[src/rtl/fp_add_seq.sv]
// Multi-cycle floating-point adder/subtractor with valid/ready handshakes on both sides.
// Build option FP_ADD_RNE_EN selects round-to-nearest-even; without it results are truncated.
module fp_add_seq #(
    parameter int EXP_W = 5,
    parameter int MAN_W = 10
) (
    input  logic                 clk,
    input  logic                 reset_n,
    input  logic                 in_valid,
    output logic                 in_ready,
    input  logic [EXP_W+MAN_W:0] A,
    input  logic [EXP_W+MAN_W:0] B,
    input  logic                 op,
    output logic                 out_valid,
    input  logic                 out_ready,
    output logic [EXP_W+MAN_W:0] Result,
    output logic [3:0]           ALUFlags
);
    localparam int W     = 1 + EXP_W + MAN_W;
    localparam int SIG_W = MAN_W + 5;
    localparam int XE_W  = EXP_W + 1;
    localparam logic [EXP_W-1:0] EXP_ONES  = {EXP_W{1'b1}};
    localparam logic [EXP_W-1:0] FAR_SHIFT = EXP_W'(MAN_W + 3);
    localparam logic [XE_W-1:0]  XEXP_ONE  = {{(XE_W-1){1'b0}}, 1'b1};
    localparam logic [XE_W-1:0]  XEXP_MAX  = {1'b0, {EXP_W{1'b1}}};
    localparam logic [SIG_W-1:0] SIG_ONE   = {{(SIG_W-1){1'b0}}, 1'b1};

    typedef enum logic [2:0] {
        S_IDLE  = 3'd0,
        S_ALIGN = 3'd1,
        S_ADD   = 3'd2,
        S_NORM  = 3'd3,
        S_ROUND = 3'd4,
        S_DONE  = 3'd5
    } state_t;

    // Significand layout: {carry, hidden, fraction, guard, round, sticky}
    function automatic logic [SIG_W-1:0] unpack_sig(input logic [W-1:0] x);
        logic hid;
        hid = |x[W-2:MAN_W];
        return {1'b0, hid, (hid ? x[MAN_W-1:0] : {MAN_W{1'b0}}), 3'b000};
    endfunction

    state_t             state_r, state_s;
    logic [W-1:0]       a_r, b_r, spec_res_r, result_r;
    logic [3:0]         flags_r;
    logic [XE_W-1:0]    exp_r;
    logic [SIG_W-1:0]   sig_r, sml_r;
    logic               sign_r, sub_r, carry_r, zero_r, spec_r, spec_v_r;
    logic               accept_s;

    logic [EXP_W-1:0]   ea_s, eb_s, el_s, d_s;
    logic [SIG_W-1:0]   siga_s, sigb_s, sig_big_s, sig_sml_s, mask_s, sml_s, sum_s;
    logic               sign_big_s, ia_s, ib_s, spec_s, spec_v_s;
    logic [W-1:0]       spec_res_s, res_s;
    logic [SIG_W-1:0]   sig_nrm_s;
    logic [XE_W-1:0]    exp_nrm_s, exp_rnd_s;
    logic               zero_nrm_s, norm_busy_s, rinc_s, ovf_s, c_s, v_s;
    logic [MAN_W+1:0]   rnd_s;
    logic [MAN_W-1:0]   frac_rnd_s;
    logic [3:0]         flg_s;

    assign accept_s = in_valid & in_ready;
    assign Result   = result_r;
    assign ALUFlags = flags_r;

    // State register
    always_ff @(posedge clk or negedge reset_n) begin
        if (!reset_n) begin
            state_r <= S_IDLE;
        end else begin
            state_r <= state_s;
        end
    end

    // Next-state logic; NORM repeats while a left shift is still needed
    always_comb begin
        state_s = state_r;
        case (state_r)
            S_IDLE:  state_s = accept_s ? S_ALIGN : S_IDLE;
            S_ALIGN: state_s = S_ADD;
            S_ADD:   state_s = S_NORM;
            S_NORM:  state_s = norm_busy_s ? S_NORM : S_ROUND;
            S_ROUND: state_s = S_DONE;
            S_DONE:  state_s = out_ready ? S_IDLE : S_DONE;
            default: state_s = S_IDLE;
        endcase
    end

    // Handshake outputs decoded from the state register
    always_comb begin
        in_ready  = (state_r == S_IDLE);
        out_valid = (state_r == S_DONE);
    end

    // Operand ordering, alignment with guard/round/sticky, special-value detection
    always_comb begin
        ea_s   = a_r[W-2:MAN_W];
        eb_s   = b_r[W-2:MAN_W];
        siga_s = unpack_sig(a_r);
        sigb_s = unpack_sig(b_r);
        mask_s = {SIG_W{1'b0}};
        if ({ea_s, siga_s} >= {eb_s, sigb_s}) begin
            el_s = ea_s; d_s = ea_s - eb_s;
            sig_big_s = siga_s; sig_sml_s = sigb_s; sign_big_s = a_r[W-1];
        end else begin
            el_s = eb_s; d_s = eb_s - ea_s;
            sig_big_s = sigb_s; sig_sml_s = siga_s; sign_big_s = b_r[W-1];
        end
        if (d_s >= FAR_SHIFT) begin
            sml_s = {{(SIG_W-1){1'b0}}, |sig_sml_s};
        end else begin
            mask_s = (SIG_ONE << d_s) - SIG_ONE;
            sml_s  = (sig_sml_s >> d_s) | {{(SIG_W-1){1'b0}}, |(sig_sml_s & mask_s)};
        end
        ia_s     = (ea_s == EXP_ONES);
        ib_s     = (eb_s == EXP_ONES);
        spec_s   = ia_s | ib_s;
        spec_v_s = ia_s & ib_s & (a_r[W-1] ^ b_r[W-1]);
        if (spec_v_s) begin
            spec_res_s = {1'b0, EXP_ONES, 1'b1, {(MAN_W-1){1'b0}}};
        end else if (ia_s) begin
            spec_res_s = {a_r[W-1], EXP_ONES, {MAN_W{1'b0}}};
        end else begin
            spec_res_s = {b_r[W-1], EXP_ONES, {MAN_W{1'b0}}};
        end
    end

    // Significand add/subtract and one normalisation step
    always_comb begin
        sum_s       = sub_r ? (sig_r - sml_r) : (sig_r + sml_r);
        sig_nrm_s   = sig_r;
        exp_nrm_s   = exp_r;
        zero_nrm_s  = zero_r;
        norm_busy_s = 1'b0;
        if (spec_r || zero_r) begin
            zero_nrm_s = zero_r;
        end else if (sig_r[SIG_W-1]) begin
            sig_nrm_s = {1'b0, sig_r[SIG_W-1:2], sig_r[1] | sig_r[0]};
            exp_nrm_s = exp_r + XEXP_ONE;
        end else if (sig_r == {SIG_W{1'b0}}) begin
            zero_nrm_s = 1'b1;
        end else if (sig_r[SIG_W-2]) begin
            zero_nrm_s = 1'b0;
        end else if (exp_r == XEXP_ONE) begin
            zero_nrm_s = 1'b1;
        end else begin
            sig_nrm_s   = {sig_r[SIG_W-2:0], 1'b0};
            exp_nrm_s   = exp_r - XEXP_ONE;
            norm_busy_s = 1'b1;
        end
    end

    // Rounding, overflow and flag generation
    always_comb begin
`ifdef FP_ADD_RNE_EN
        rinc_s = sig_r[2] & (sig_r[1] | sig_r[0] | sig_r[3]);
`else
        rinc_s = 1'b0;
`endif
        rnd_s = {1'b0, sig_r[SIG_W-2:3]} + {{(MAN_W+1){1'b0}}, rinc_s};
        if (rnd_s[MAN_W+1]) begin
            frac_rnd_s = rnd_s[MAN_W:1];
            exp_rnd_s  = exp_r + XEXP_ONE;
        end else begin
            frac_rnd_s = rnd_s[MAN_W-1:0];
            exp_rnd_s  = exp_r;
        end
        ovf_s = (exp_rnd_s >= XEXP_MAX);
        c_s   = carry_r;
        v_s   = 1'b0;
        if (spec_r) begin
            res_s = spec_res_r;
            v_s   = spec_v_r;
            c_s   = 1'b0;
        end else if (zero_r) begin
            res_s = {W{1'b0}};
        end else if (ovf_s) begin
            res_s = {sign_r, EXP_ONES, {MAN_W{1'b0}}};
            v_s   = 1'b1;
        end else begin
            res_s = {sign_r, exp_rnd_s[EXP_W-1:0], frac_rnd_s};
        end
        flg_s = {res_s[W-1], (res_s[W-2:0] == {(W-1){1'b0}}), c_s, v_s};
    end

    // Datapath registers, loaded according to the current stage
    always_ff @(posedge clk or negedge reset_n) begin
        if (!reset_n) begin
            a_r        <= {W{1'b0}};
            b_r        <= {W{1'b0}};
            spec_res_r <= {W{1'b0}};
            result_r   <= {W{1'b0}};
            flags_r    <= 4'b0000;
            exp_r      <= {XE_W{1'b0}};
            sig_r      <= {SIG_W{1'b0}};
            sml_r      <= {SIG_W{1'b0}};
            sign_r     <= 1'b0;
            sub_r      <= 1'b0;
            carry_r    <= 1'b0;
            zero_r     <= 1'b0;
            spec_r     <= 1'b0;
            spec_v_r   <= 1'b0;
        end else begin
            case (state_r)
                S_IDLE: begin
                    if (accept_s) begin
                        a_r <= A;
                        b_r <= {B[W-1] ^ op, B[W-2:0]};
                    end
                end
                S_ALIGN: begin
                    sign_r     <= sign_big_s;
                    exp_r      <= {1'b0, el_s};
                    sig_r      <= sig_big_s;
                    sml_r      <= sml_s;
                    sub_r      <= a_r[W-1] ^ b_r[W-1];
                    spec_r     <= spec_s;
                    spec_v_r   <= spec_v_s;
                    spec_res_r <= spec_res_s;
                    zero_r     <= 1'b0;
                    carry_r    <= 1'b0;
                end
                S_ADD: begin
                    sig_r   <= sum_s;
                    carry_r <= sum_s[SIG_W-1] & ~spec_r;
                end
                S_NORM: begin
                    sig_r  <= sig_nrm_s;
                    exp_r  <= exp_nrm_s;
                    zero_r <= zero_nrm_s;
                end
                S_ROUND: begin
                    result_r <= res_s;
                    flags_r  <= flg_s;
                end
                default: begin
                    result_r <= result_r;
                end
            endcase
        end
    end
endmodule
[config.mk]
export PLATFORM = sky130hd
export DESIGN_NAME = fp_add_seq
export DESIGN_NICKNAME = d
export VERILOG_FILES = /design/src/rtl/fp_add_seq.sv
export SDC_FILE = /design/constraint.sdc
export NUM_CORES = 1
export LEC_CHECK = 0
export ABC_AREA = 0
export BUFFER_PORTS_ARGS = -buffer_cell sky130_fd_sc_hd__buf_2
export CAP_MARGIN = 20
export CORE_MARGIN = 2
export CORE_UTILIZATION = 35
export CTS_CLUSTER_DIAMETER = 80
export DETAILED_ROUTE_END_ITERATION = 10
export HOLD_SLACK_MARGIN = 0.08
export SLEW_MARGIN = 5
export SYNTH_ARGS = -nofsm -noshare
export SYNTH_HDL_FRONTEND = slang
export SYNTH_SLANG_ARGS = --single-unit
export TNS_END_PERCENT = 1
[constraint.sdc]
create_clock -name clk -period 6.55 [get_ports clk]
set_clock_uncertainty 0.2 [all_clocks]
set_input_delay 0.9825 -clock clk [delete_from_list [all_inputs] [get_ports clk]]
set_output_delay 0.9825 -clock clk [all_outputs]
set_load 0.1 [all_outputs]
==> metrics.yaml <==
status: "finished, final reports clean"
finalCriticalPeriod_ns: 5.12
cts_tree: "yes"
max_stage_delay_ns: 0.81
first_pass_iters: 6
core_mm2: 0.0204
cts.clk_slew.worst_paths_ns: 0.07
rsz0062_at_grt: "false"
ant_nets: 0
met2_usage: 0.280
finish.instance_area_mm2: 0.00807
cts_hold_buf: 0
grt_use_met3: 0.0310
synth_area_mm2: 0.00733
postCtsSetupBuffers: 0
ys_types: 75
nets: 961
yosys_most_used_dff: "dfrtp_1"
yosysTopAreaCell: "dfrtp_1"
max_clock_freq_ghz: 0.195
cts_made_buffers: 9
maxCapViolations: 0
synth_nets: 934
crit_arrival_ns: 5.17
hp-class: "register to register"
cts_max_path_buffers: 2
slowest_stage: "o21a_2"
rows: 52
synth_top_area_share: 0.331
drt_wl_total_um: 19200
grt_use_total: 0.180
area_growth_pct: 10.1
crit_fanout: 47
drive_above_1_share: 0.153
setup_viol: 0
hold_violations: 0
maxSlewViolCount: 0
synth_edf_count: 0
busiest_layer: "met2"
die_h_um: 149
fin_setup_tns_ns: 0
cts_resized: 0
cts.sinks: 97
antenna_found_initial: 0
yosysWarnings: 0
n_antenna_cell: 0
grt_pass1_vias: 6004
dp_hpwl_um: 14400
crit_chain: "nor4_1 > nand2_1 > nand2_1 > inv_1 > ha_1 > a21oi_1 > a21boi_0 > o311a_1 > o21a_2 > buf_4 > mux2_2 > o211a_1 > a31oi_1 > nand3b_1 > o211ai_1"
period_share: 0.782
placed_cell_area_mm2: 0.00776
slew_headroom: 0.327
wl_per_cell_um: 16.6
crit_required_ns: 6.59
synthCells: 856
syn_area_per_cell_um2: 8.56
cp_common_cell: "nand2_1"
io_pins: 59
drc: 0
die_area_mm2: 0.0221
via_per_inst: 5.48
gp_congestion: 0.877
start_util: 0.360
async_flop_share: 1.00
port_buffers: 58
die_w_um: 149
start_kind: "register"
clock-root-buffer: "clkbuf_16"
ys_seq_area_frac: 0.331
grt_start_max_net_pins: 68
netlist_top_cells_area: "dfrtp_1 (33%), ha_1 (6.5%), nand2_1 (6.0%)"
overflow: 0
cts_htree_levels: 3
clock_latency_ns: 0.36
vias: 6346
critPathCaptureType: "register"
drtIter0Drc: 543
met1_usage: 0.260
grt_pass1_wl_um: 31800
worst_pin_slew_ns: 1.01
synth-seq-cells: 97
path_class: "register to register"
worst max-delay path, delay by kind of cell (launching register included):
kind / cells / cell delay, ns
flip-flops: 1 / 0.41
buffers and inverters: 2 / 0.47
AND/OR/NAND/NOR: 4 / 1.29
adder cells (fa/ha/maj): 1 / 0.32
multiplexers: 1 / 0.39
AO/OA/AOI/OAI: 7 / 1.92
stage by stage:
stage	setup slack, ns	util	instances	hold slack [ns]
2_1_floorplan	2.52	-	856	0.235
3_3_place_gp	1.61	0.381	1142	0.245
3_5_place_dp	1.54	0.381	1142	0.253
4_1_cts	1.52	0.396	1158	0.268
5_1_grt	1.06	0.396	1158	0.294
6_report	1.43	0.396	1158	0.260
per-layer routing:
metal | up-vias | part of all wire
li1 | 3134 | -
met1 | 3010 | 0.49
met2 | 182 | 0.45
met3 | 20 | 0.052
met4 | 0 | 0.012
met5 | - | 0
cell usage in the layout (no fill, tap or decap), drive strengths merged, types with 6 or more instances in the layout:
cell type / netlist / routed
mux4: 6 / 6
inv: 37 / 39
or3: 7 / 7
o31ai: 10 / 10
nand3: 33 / 33
xnor2: 21 / 21
nor2: 68 / 68
o21ai: 69 / 69
o22ai: 15 / 15
buf: 15 / 65
nand2: 118 / 118
and2: 7 / 7
a211oi: 7 / 7
ha: 38 / 38
a31oi: 10 / 10
nand2b: 15 / 15
clkbuf: 34 / 11
mux2: 31 / 31
xor2: 6 / 6
a21o: 8 / 8
mux2i: 36 / 36
o211ai: 12 / 12
a21oi: 59 / 59
nor3: 27 / 27
dfrtp: 97 / 97
synthesized netlist by cell type (6+ instances only):
master    number
nand2_1      118
dfrtp_1       97
nor2_1        67
o21ai_0       66
a21oi_1       59
ha_1          38
inv_1         36
clkbuf_1      34
mux2i_1       34
nand3_1       33
mux2_2        29
nor3_1        25
xnor2_1       21
nand2b_1      15
o22ai_1       15
o211ai_1      12
a31oi_1       10
o31ai_1       10
a21o_1         8
or3_1          7
and2_1         6
buf_6          6
mux4_2         6
cells by family after synthesis:
kind of cell / after synthesis / synth area share
fa+ha+maj: 41 / 0.0731
xor+xnor: 27 / 0.0343
mux: 73 / 0.119
compound gates: 229 / 0.200
flops: 97 / 0.331
simple gates: 303 / 0.189
buf+inv: 86 / 0.0536
final timing paths:
kind	startpoint	to	slack (ns)	depth (start not counted)
max in group asynchronous	reset_n	sig_r[9]$_DFFE_PN0P_	4.64	2
min in group asynchronous	reset_n	b_r[10]$_DFFE_PN0P_	0.34	1
hold / removal	Result[2]$_DFFE_PN0P_	Result[2]$_DFFE_PN0P_	0.26	2
setup / recovery	a_r[13]$_DFFE_PN0P_	sml_r[2]$_DFFE_PN0P_	1.43	15
setup reg to reg	a_r[13]$_DFFE_PN0P_	sml_r[2]$_DFFE_PN0P_	1.43	15
hold reg to reg	Result[2]$_DFFE_PN0P_	Result[2]$_DFFE_PN0P_	0.26	2
area by class of cell:
type	instances	area, um^2
fillers	2068	12300
multi-input cells	673	4510
flip-flops and latches	97	2430
repair buffers	65	345
well taps	270	338
clock buffers	11	253
inverters	37	139
clock inverters	5	60.1
registers in the layout (all words and copies together), names as in the netlist:
name and cells:
sml_r 14, b_r 16, ALUFlags 3, zero_r 1, sign_r 1, carry_r 1
sub_r 1, sig_r 15, exp_r 6, Result 16, state_r 3, spec_res_r 3
a_r 16, spec_r 1
Power is not shown: default switching activity piles up to over one toggle a cycle in this logic, so the estimate is an artifact.
